==> config.mk <==
export PLATFORM = sky130hd
export DESIGN_NAME = fpadd_issue_ctrl_flat
export DESIGN_NICKNAME = d
export VERILOG_FILES = /design/src/rtl/fpadd_issue_ctrl_if.sv /design/src/rtl/fpadd_issue_ctrl.sv /design/src/flat_wrapper.sv
export SDC_FILE = /design/constraint.sdc
export NUM_CORES = 1
export LEC_CHECK = 0
export BUFFER_PORTS_ARGS = -buffer_cell sky130_fd_sc_hd__buf_2
export CORE_MARGIN = 2
export CORE_UTILIZATION = 51
export DETAILED_ROUTE_END_ITERATION = 6
export PLACE_DENSITY = 0.76
export SETUP_SLACK_MARGIN = 0.05
export SKIP_LAST_GASP = 1
export SLEW_MARGIN = 20
export SYNTH_ARGS = -nofsm -noshare
export SYNTH_HDL_FRONTEND = slang
export SYNTH_SLANG_ARGS = --single-unit
export TNS_END_PERCENT = 50
==> constraint.sdc <==
create_clock -name clk -period 2.65 [get_ports clk]
set_clock_uncertainty 0.05 [all_clocks]
set_input_delay 0.1325 -clock clk [delete_from_list [all_inputs] [get_ports clk]]
set_output_delay 0.1325 -clock clk [all_outputs]
set_load 0.02 [all_outputs]
==> src/rtl/fpadd_issue_ctrl_if.sv <==
// rtl/fpadd_issue_ctrl_if.sv - signal bundle between operand feeder, fpadd_issue_ctrl, fpadd adder and result consumer
// slave modport  : the controller side (takes operands/adder results, drives adder and result port)
// master modport : the environment side (feeder, adder, consumer)
interface fpadd_issue_ctrl_if #(
  parameter int DEPTH = 4
);
  localparam int CW = $clog2(DEPTH) + 1;

  // operand input port
  logic          in_valid;
  logic          in_ready;
  logic [31:0]   in_a;
  logic [31:0]   in_b;

  // result output port
  logic          out_valid;
  logic          out_ready;
  logic [31:0]   out_sum;
  logic          out_timeout;

  // adder side
  logic          add_start;
  logic [31:0]   add_a;
  logic [31:0]   add_b;
  logic [31:0]   add_sum;
  logic          add_done;

  // status
  logic          busy;
  logic [CW-1:0] count;

  modport slave (
    input  in_valid, in_a, in_b, out_ready, add_sum, add_done,
    output in_ready, out_valid, out_sum, out_timeout,
           add_start, add_a, add_b, busy, count
  );

  modport master (
    output in_valid, in_a, in_b, out_ready, add_sum, add_done,
    input  in_ready, out_valid, out_sum, out_timeout,
           add_start, add_a, add_b, busy, count
  );
endinterface

==> src/rtl/fpadd_issue_ctrl.sv <==
// rtl/fpadd_issue_ctrl.sv - operand FIFO, one-at-a-time issue to fpadd, watchdog and result hold
// clk, reset : rising-edge clock, synchronous active-high reset
// bus.in_*   : operand pair valid/ready input, buffered in a DEPTH-entry FIFO
// bus.add_*  : start pulse and held operands to the adder, sticky done and sum back
// bus.out_*  : result valid/ready output; out_timeout marks a watchdog qNaN result
// bus.busy, bus.count : controller not idle, FIFO occupancy
module fpadd_issue_ctrl #(
  parameter int DEPTH   = 4,
  parameter int TIMEOUT = 64
) (
  input  logic               clk,
  input  logic               reset,
  fpadd_issue_ctrl_if.slave  bus
);
  localparam int PW = $clog2(DEPTH);
  localparam int CW = PW + 1;
  localparam int WW = $clog2(TIMEOUT + 1);
  localparam logic [31:0] QNAN = 32'h7FC00000;

  typedef enum logic [2:0] {IDLE, ISSUE, CLEAR, WAIT, HOLD} state_t;

  state_t        state_q, state_d;
  logic [31:0]   mem_a_q [DEPTH];
  logic [31:0]   mem_b_q [DEPTH];
  logic [PW-1:0] wr_ptr_q, wr_ptr_d;
  logic [PW-1:0] rd_ptr_q, rd_ptr_d;
  logic [CW-1:0] count_q, count_d;
  logic [WW-1:0] wd_q, wd_d;
  logic [31:0]   add_a_q, add_a_d;
  logic [31:0]   add_b_q, add_b_d;
  logic [31:0]   out_sum_q, out_sum_d;
  logic          out_timeout_q, out_timeout_d;
  logic          push;
  logic          pop;

  // in_ready depends on the registered count only, so a pop never opens a
  // slot for a push in the same cycle.
  assign bus.in_ready = (count_q != CW'(DEPTH));
  assign push         = bus.in_valid && bus.in_ready;

  always_comb begin
    state_d       = state_q;
    wd_d          = wd_q;
    out_sum_d     = out_sum_q;
    out_timeout_d = out_timeout_q;
    pop           = 1'b0;

    case (state_q)
      IDLE: begin
        if (count_q != '0) begin
          pop     = 1'b1;
          state_d = ISSUE;
        end
      end
      ISSUE: state_d = CLEAR;
      // The adder still shows the previous op's done here; it is ignored.
      CLEAR: begin
        wd_d    = '0;
        state_d = WAIT;
      end
      WAIT: begin
        if (bus.add_done) begin
          out_sum_d     = bus.add_sum;
          out_timeout_d = 1'b0;
          state_d       = HOLD;
        end else if (wd_q == WW'(TIMEOUT - 1)) begin
          out_sum_d     = QNAN;
          out_timeout_d = 1'b1;
          state_d       = HOLD;
        end else begin
          wd_d = wd_q + WW'(1);
        end
      end
      HOLD: begin
        if (bus.out_ready) begin
          if (count_q != '0) begin
            pop     = 1'b1;
            state_d = ISSUE;
          end else begin
            state_d = IDLE;
          end
        end
      end
      default: state_d = IDLE;
    endcase

    add_a_d  = pop ? mem_a_q[rd_ptr_q] : add_a_q;
    add_b_d  = pop ? mem_b_q[rd_ptr_q] : add_b_q;
    rd_ptr_d = pop ? rd_ptr_q + PW'(1) : rd_ptr_q;
    wr_ptr_d = push ? wr_ptr_q + PW'(1) : wr_ptr_q;

    count_d = count_q;
    case ({push, pop})
      2'b10:   count_d = count_q + CW'(1);
      2'b01:   count_d = count_q - CW'(1);
      default: count_d = count_q;
    endcase
  end

  // FIFO storage needs no reset: entries are only read below the count.
  always_ff @(posedge clk) begin
    if (push) begin
      mem_a_q[wr_ptr_q] <= bus.in_a;
      mem_b_q[wr_ptr_q] <= bus.in_b;
    end
  end

  always_ff @(posedge clk) begin
    if (reset) begin
      state_q       <= IDLE;
      wr_ptr_q      <= '0;
      rd_ptr_q      <= '0;
      count_q       <= '0;
      wd_q          <= '0;
      add_a_q       <= '0;
      add_b_q       <= '0;
      out_sum_q     <= '0;
      out_timeout_q <= 1'b0;
    end else begin
      state_q       <= state_d;
      wr_ptr_q      <= wr_ptr_d;
      rd_ptr_q      <= rd_ptr_d;
      count_q       <= count_d;
      wd_q          <= wd_d;
      add_a_q       <= add_a_d;
      add_b_q       <= add_b_d;
      out_sum_q     <= out_sum_d;
      out_timeout_q <= out_timeout_d;
    end
  end

  assign bus.add_start   = (state_q == ISSUE);
  assign bus.add_a       = add_a_q;
  assign bus.add_b       = add_b_q;
  assign bus.out_valid   = (state_q == HOLD);
  assign bus.out_sum     = out_sum_q;
  assign bus.out_timeout = out_timeout_q;
  assign bus.busy        = (state_q != IDLE);
  assign bus.count       = count_q;
endmodule

==> src/flat_wrapper.sv <==
// flat-port wrapper written by rule: the top's interface ports become plain ports
module fpadd_issue_ctrl_flat 
#(
  parameter int DEPTH   = 4,
  parameter int TIMEOUT = 64
)
  (clk, reset, bus_in_valid, bus_in_a, bus_in_b, bus_out_ready, bus_add_sum, bus_add_done, bus_in_ready, bus_out_valid, bus_out_sum, bus_out_timeout, bus_add_start, bus_add_a, bus_add_b, bus_busy, bus_count);
  fpadd_issue_ctrl_if #(.DEPTH(DEPTH)) bus_i ();
  input  logic clk;
  input  logic reset;
  input wire logic [$bits(bus_i.in_valid)-1:0] bus_in_valid;
  input wire logic [$bits(bus_i.in_a)-1:0] bus_in_a;
  input wire logic [$bits(bus_i.in_b)-1:0] bus_in_b;
  input wire logic [$bits(bus_i.out_ready)-1:0] bus_out_ready;
  input wire logic [$bits(bus_i.add_sum)-1:0] bus_add_sum;
  input wire logic [$bits(bus_i.add_done)-1:0] bus_add_done;
  output wire logic [$bits(bus_i.in_ready)-1:0] bus_in_ready;
  output wire logic [$bits(bus_i.out_valid)-1:0] bus_out_valid;
  output wire logic [$bits(bus_i.out_sum)-1:0] bus_out_sum;
  output wire logic [$bits(bus_i.out_timeout)-1:0] bus_out_timeout;
  output wire logic [$bits(bus_i.add_start)-1:0] bus_add_start;
  output wire logic [$bits(bus_i.add_a)-1:0] bus_add_a;
  output wire logic [$bits(bus_i.add_b)-1:0] bus_add_b;
  output wire logic [$bits(bus_i.busy)-1:0] bus_busy;
  output wire logic [$bits(bus_i.count)-1:0] bus_count;
  assign bus_i.in_valid = bus_in_valid;
  assign bus_i.in_a = bus_in_a;
  assign bus_i.in_b = bus_in_b;
  assign bus_i.out_ready = bus_out_ready;
  assign bus_i.add_sum = bus_add_sum;
  assign bus_i.add_done = bus_add_done;
  assign bus_in_ready = bus_i.in_ready;
  assign bus_out_valid = bus_i.out_valid;
  assign bus_out_sum = bus_i.out_sum;
  assign bus_out_timeout = bus_i.out_timeout;
  assign bus_add_start = bus_i.add_start;
  assign bus_add_a = bus_i.add_a;
  assign bus_add_b = bus_i.add_b;
  assign bus_busy = bus_i.busy;
  assign bus_count = bus_i.count;
  fpadd_issue_ctrl #(.DEPTH(DEPTH), .TIMEOUT(TIMEOUT)) u_core (.clk(clk), .reset(reset), .bus(bus_i));
endmodule
Word-level counts from Yosys, hierarchy flattened
Memory sizes are Yosys's and may differ from the RTL's. A register that Yosys moved wholly into a read port is not among the register bits. Index checks and enable logic that the tools add are counted. W data, S select, Z words.

Logic and storage cells: 56. Bits in registers: 50. Output and inout bits: 104. Bits in writable memories: 256. Memories kept: 2.

Memory list: u_core.mem_a_q (words 4, width 32, rd ports 1, clocked after memory_dff 1, write ports 1, RTL line fpadd_issue_ctrl.sv:23) `logic [31:0] mem_a_q [DEPTH];`; u_core.mem_b_q (words 4, width 32, rd ports 1, clocked after memory_dff 1, write ports 1, RTL line fpadd_issue_ctrl.sv:24) `logic [31:0] mem_b_q [DEPTH];`.

Add/subtract/negate cells: 5. Equality and inequality tests: 13. Muxes and demuxes: 19. Reductions and logical operators: 10.

Operator list (number): $mux W32 (2); $pmux W3 S5 (1); $mux W7 (2); $pmux W7 S2 (1); $mux W3 (4); $add A7 B1 Y7 const B (1); $eq A7 B6 Y1 const B (1); $mux W1 (7); $eq A3 B2 Y1 const B (2); $ne A2 B2 Y1 const B (3); $pmux W3 S2 (1); $reduce_and A3 Y1 (2); $reduce_bool A2 Y1 (3); $reduce_bool A3 Y1 (2); $add A2 B1 Y2 const B (2); $add A3 B1 Y3 const B (1); $eq A3 B1 Y1 const B (1); $eq A3 B3 Y1 const B (1); $logic_not A3 Y1 (1); $ne A3 B2 Y1 const B (1); $ne A3 B3 Y1 const B (1); $sub A3 B1 Y3 const B (1); $eq A2 B1 Y1 const B (1); $eq A2 B2 Y1 const B (1); other kinds (4) (4).

Logic depth before layout (Yosys ltp)
Word-level depth: 6. Gate-level depth with buffers: 10.

Worst setup path after synthesis
No wires, ideal clock.

Path type: reg-to-reg. Start point: register u_core.count_q[0], in the netlist u_core.bus.count[0]. End point: memory u_core.mem_a_q[0][0] (enable). Slack: -0.273 ns. Arrival time: 2.444 ns. Buffers on the path: 0. Clock period less this slack: 2.923 ns. Library setup time: 0.429 ns. Required time: 2.171 ns. Cell stages (with the launch flop): 3. Cell sequence: dfxtp_1 or3b_1 and3_1.

Word-level cells in the longest chain between the ends: 4.

RTL lines: from (decl) (RTL line fpadd_issue_ctrl.sv:27) `logic [CW-1:0] count_q, count_d;`; from (signal assigned) (RTL line fpadd_issue_ctrl.sv:123) `count_q <= count_d;`; $ne A3 B3 Y1 (RTL line fpadd_issue_ctrl.sv:38) `assign bus.in_ready = (count_q != CW'(DEPTH));`; via bus_in_ready (RTL line flat_wrapper.sv:17) `output wire logic [$bits(bus_i.in_ready)-1:0] bus_in_ready;`; $logic_and A1 B1 Y1 (RTL line fpadd_issue_ctrl.sv:39) `assign push = bus.in_valid && bus.in_ready;`; $mux W1 (RTL line fpadd_issue_ctrl.sv:102) `if (push) begin`; $mux W1 (implied by the code) (RTL line fpadd_issue_ctrl.sv:103) `mem_a_q[wr_ptr_q] <= bus.in_a;`; to (decl) (RTL line fpadd_issue_ctrl.sv:23).

The timed path passes the listed nets, and every way through them passes these cells.

Final worst setup path
Start point: register u_core.count_q[0], in the netlist u_core.bus.count[0]. End point: register u_core.count_q[2], in the netlist u_core.bus.count[2].

Word-level cells in the longest chain between the ends: 6. Elaborated cells between the ends (all ways): 12. Classes of those cells: 2 x add/sub; 3 x eq/ne; 4 x mux; 3 x reduce/logical.

RTL lines: $reduce_bool A3 Y1 (RTL line fpadd_issue_ctrl.sv:50, fpadd_issue_ctrl.sv:76); $mux W1 (RTL line fpadd_issue_ctrl.sv:50, fpadd_issue_ctrl.sv:76); $mux W1 (RTL line fpadd_issue_ctrl.sv:75) `if (bus.out_ready) begin`; $pmux W1 S2 (RTL line fpadd_issue_ctrl.sv:48) `case (state_q)`; $eq A2 B1 Y1 / $eq A2 B2 Y1 (equally long branches) (RTL line fpadd_issue_ctrl.sv:93) `case ({push, pop})`; $pmux W3 S2 / $reduce_bool A2 Y1 (equally long branches).

Parallel ways exist; a longest one is shown, timed or not. A chain may end at the register's enable or synchronous reset.

==> impl_metrics.tcl <==
set metrics [dict create \
    io_pins 205 \
    start_util 0.518 \
    period_needed_ns 2.30 \
    p_leak_nw 6.29 \
    wirelength_mm 28.8 \
    port_buffers 204 \
    max_freq_mhz 436 \
    pwr-share-comb 0.246 \
    worstSetupPathType "register to register" \
    drt-initial-drc-count 507 \
    finalPower_mw 16.9 \
    hold_viol 0 \
    dp_cells 1319 \
    fillers 1785 \
    ys_types 51 \
    synth_area_sq_mm 0.0135 \
    cp-end-kind "register" \
    clk-insertion-delay-late_ns 0.53 \
    drc 0 \
    synth_warnings 0 \
    syn-instance-count 803 \
    crit_buf_inv 1 \
    netlist.top_cell.by_area "edfxtp_1" \
    synth_ff_type "edfxtp_1" \
    critical-path-slowest-cell "dfxtp_1" \
    outcome "finished, final reports clean" \
    syn_area_per_cell_sq_um 16.8 \
    antenna_found_initial 1 \
    final_cells 1485 \
    critical_path.cell_chain "or3b_1, and2_1, inv_1, ha_1, fa_1, xnor2_1, or3_1, a21oi_1" \
    power_density_mw_per_mm2 986 \
    ant_nets 0 \
    wire_per_inst_um 19.4 \
    yosysTopAreaCellShare 0.569 \
    p_clk_frac 0.297 \
    cts_inserted_buffers 38 \
    drtPass1Iterations 5 \
    rsz0062_at_grt "no" \
    viasPerCell 5.41 \
    die-area_sq_mm 0.0278 \
    gp_congestion 0.781 \
    syn-num-nets 911 \
    clk_pin_slew_ns 0.06 \
    fin_ws_ns 0.354 \
    cts_root_buffer "clkbuf_16" \
    fin_crit_sh 0.866 \
    worstMarginPinSlew_ns 0.868 \
    fin_setup_tns_ns 0 \
    grt_max_degree 68 \
    slew_violations 0 \
    dieHeight_um 167 \
    cts.path.max_buffers 3 \
    clock_sinks 370 \
    rows 59 \
    p_int_mw 11.7 \
    relSlewSlack 0.421 \
    ys_seq_area_frac 0.738 \
    synth-seq-cells 370 \
    cp_max_fo 6 \
    synthArstFlopShare 0 \
    first_global_vias 8378 \
    cp_slowest_stage_delay_ns 0.43 \
    layout.nets 1229 \
    post_cts_resized 0 \
    die_x_um 167 \
    cts_tree "built" \
    pre_cts_slack_ns 0.365 \
    p_seq_frac 0.456 \
    synth_edf_count 256 \
    drive_gt1_frac 0.324 \
    peakVddDrop_mv 0.863 \
    netSwitchingFraction 0.305 \
    track_usage 0.206 \
    synthToLayoutAreaGrowth_pct 26.5 \
    final_util 0.656 \
    multi_input_area_sq_mm 0.00323 \
    seq_area_sq_mm 0.00998 \
    synth_common_cells "256 x edfxtp_1, 137 x nand2_1, 114 x dfxtp_1, 74 x a21oi_1, 64 x mux4_2" \
    setup-violations-final 0 \
    crit_family "simple AND/OR/NAND/NOR gates" \
    synthTopCellsByArea "edfxtp_1 57%, dfxtp_1 17%, mux4_2 11%" \
    vias 8032 \
    grt_pass1_wl_mm 45.2 \
    cp.required_ns 3.05 \
    max_cap_viol_count 0 \
    grt.overflow.total 0 \
    dpl.hpwl_mm 16.8 \
    start_kind "register" \
    critical_path_arrival_ns 2.69 \
    core_region_area_sq_mm 0.0261 \
    htreeDepth 2 \
    min_path_type "primary input to register" \
    switchingPower_mw 5.14 \
    synth_most_common_cell "edfxtp_1" \
]
-- kinds of logic (layout without fill, tap and decap cells) --
family / Yosys count / in the layout / share of synthesized area
fa+ha+maj: 7 / 7 / 0.00704
buf+inv: 53 / 399 / 0.0253
mux: 65 / 65 / 0.107
other cells: 0 / 1 / 0
compound gates: 126 / 126 / 0.0611
flops: 370 / 370 / 0.738
xor+xnor: 3 / 3 / 0.00195
simple gates: 179 / 179 / 0.0592
-- cells in the final DEF (no fill, tap or decap), drive strengths merged, types with 10 or more instances in the layout --
master,instances
edfxtp,256
buf,227
dlygate4sd3,97
nor2,10
a22o,23
mux4,64
dfxtp,114
nand2,138
a21oi,75
clkbuf,56
-- tightest hold or removal path, stage by stage --
cell     delay, ns
buf_2         0.13
and2_1        0.17
nand2_1       0.07
a21oi_1       0.05
-- per-layer routing --
layer | share of wire | vias up | global-route usage | wire length [um]
met4 | 0.014 | 0 | 0.0528 | 413
met5 | 0 | - | 0 | 0
met1 | 0.41 | 3963 | 0.260 | 11700
li1 | - | 3726 | - | -
met2 | 0.51 | 309 | 0.370 | 14700
met3 | 0.068 | 34 | 0.0390 | 1960
-- final timing paths --
| path | from | end | slack, ns | depth (start not counted) |
|---|---|---|---|---|
| worst min register to register | u_core.bus.add_b[24] | u_core.bus.add_b[24] | 0.40 | 2 |
| worst min-delay path | bus_in_valid | u_core.wr_ptr_q[1] | 0.04 | 4 |
| worst max-delay path | u_core.bus.count[0] | u_core.bus.count[2] | 0.35 | 8 |
| worst max register to register | u_core.bus.count[0] | u_core.bus.count[2] | 0.35 | 8 |
-- cell type report --
class,instances,area share
Antenna cell,1,0.000146
Multi-Input combinational cell,380,0.189
Clock buffer,56,0.0644
Clock inverter,12,0.00483
Tap cell,335,0.0245
Sequential cell,370,0.584
Timing Repair Buffer,324,0.132
Inverter,7,0.00154
-- power by group through the flow --
stage / Clock [mW] / Sequential (mW) / Combinational [mW]
2_1_floorplan: 0 / 8.19 / 2.37
3_3_place_gp: 0 / 7.77 / 4.01
3_5_place_dp: 0 / 7.82 / 4.08
4_1_cts: 5.11 / 7.71 / 4.21
5_1_grt: 5.34 / 7.80 / 4.49
6_report: 5.01 / 7.69 / 4.15
-- per-stage QoR --
step                hold slack [ns]  area [sq um]
global route                 0.0451         17100
CTS                          0.0144         17100
floorplan                     0.181         13500
finish                       0.0352         17100
detailed placement            0.296         14900
global placement              0.296         14900
-- registers in the layout (all words and copies together) (netlist names) --
register	cells
u_core.bus.add_a	32
u_core.bus.add_b	32
u_core.bus.count	3
u_core.bus.out_sum	32
u_core.bus.out_timeout	1
u_core.mem_a_q	128
u_core.mem_b_q	128
u_core.rd_ptr_q	2
u_core.state_q	3
u_core.wd_q	7
u_core.wr_ptr_q	2
-- repair_timing --
item / in CTS / in global routing
endpoints found under the hold margin: 289 / 0
hold buffers: 97 / 0
buffers inserted: 0 / 0
Power figures use the tool's default switching activity.
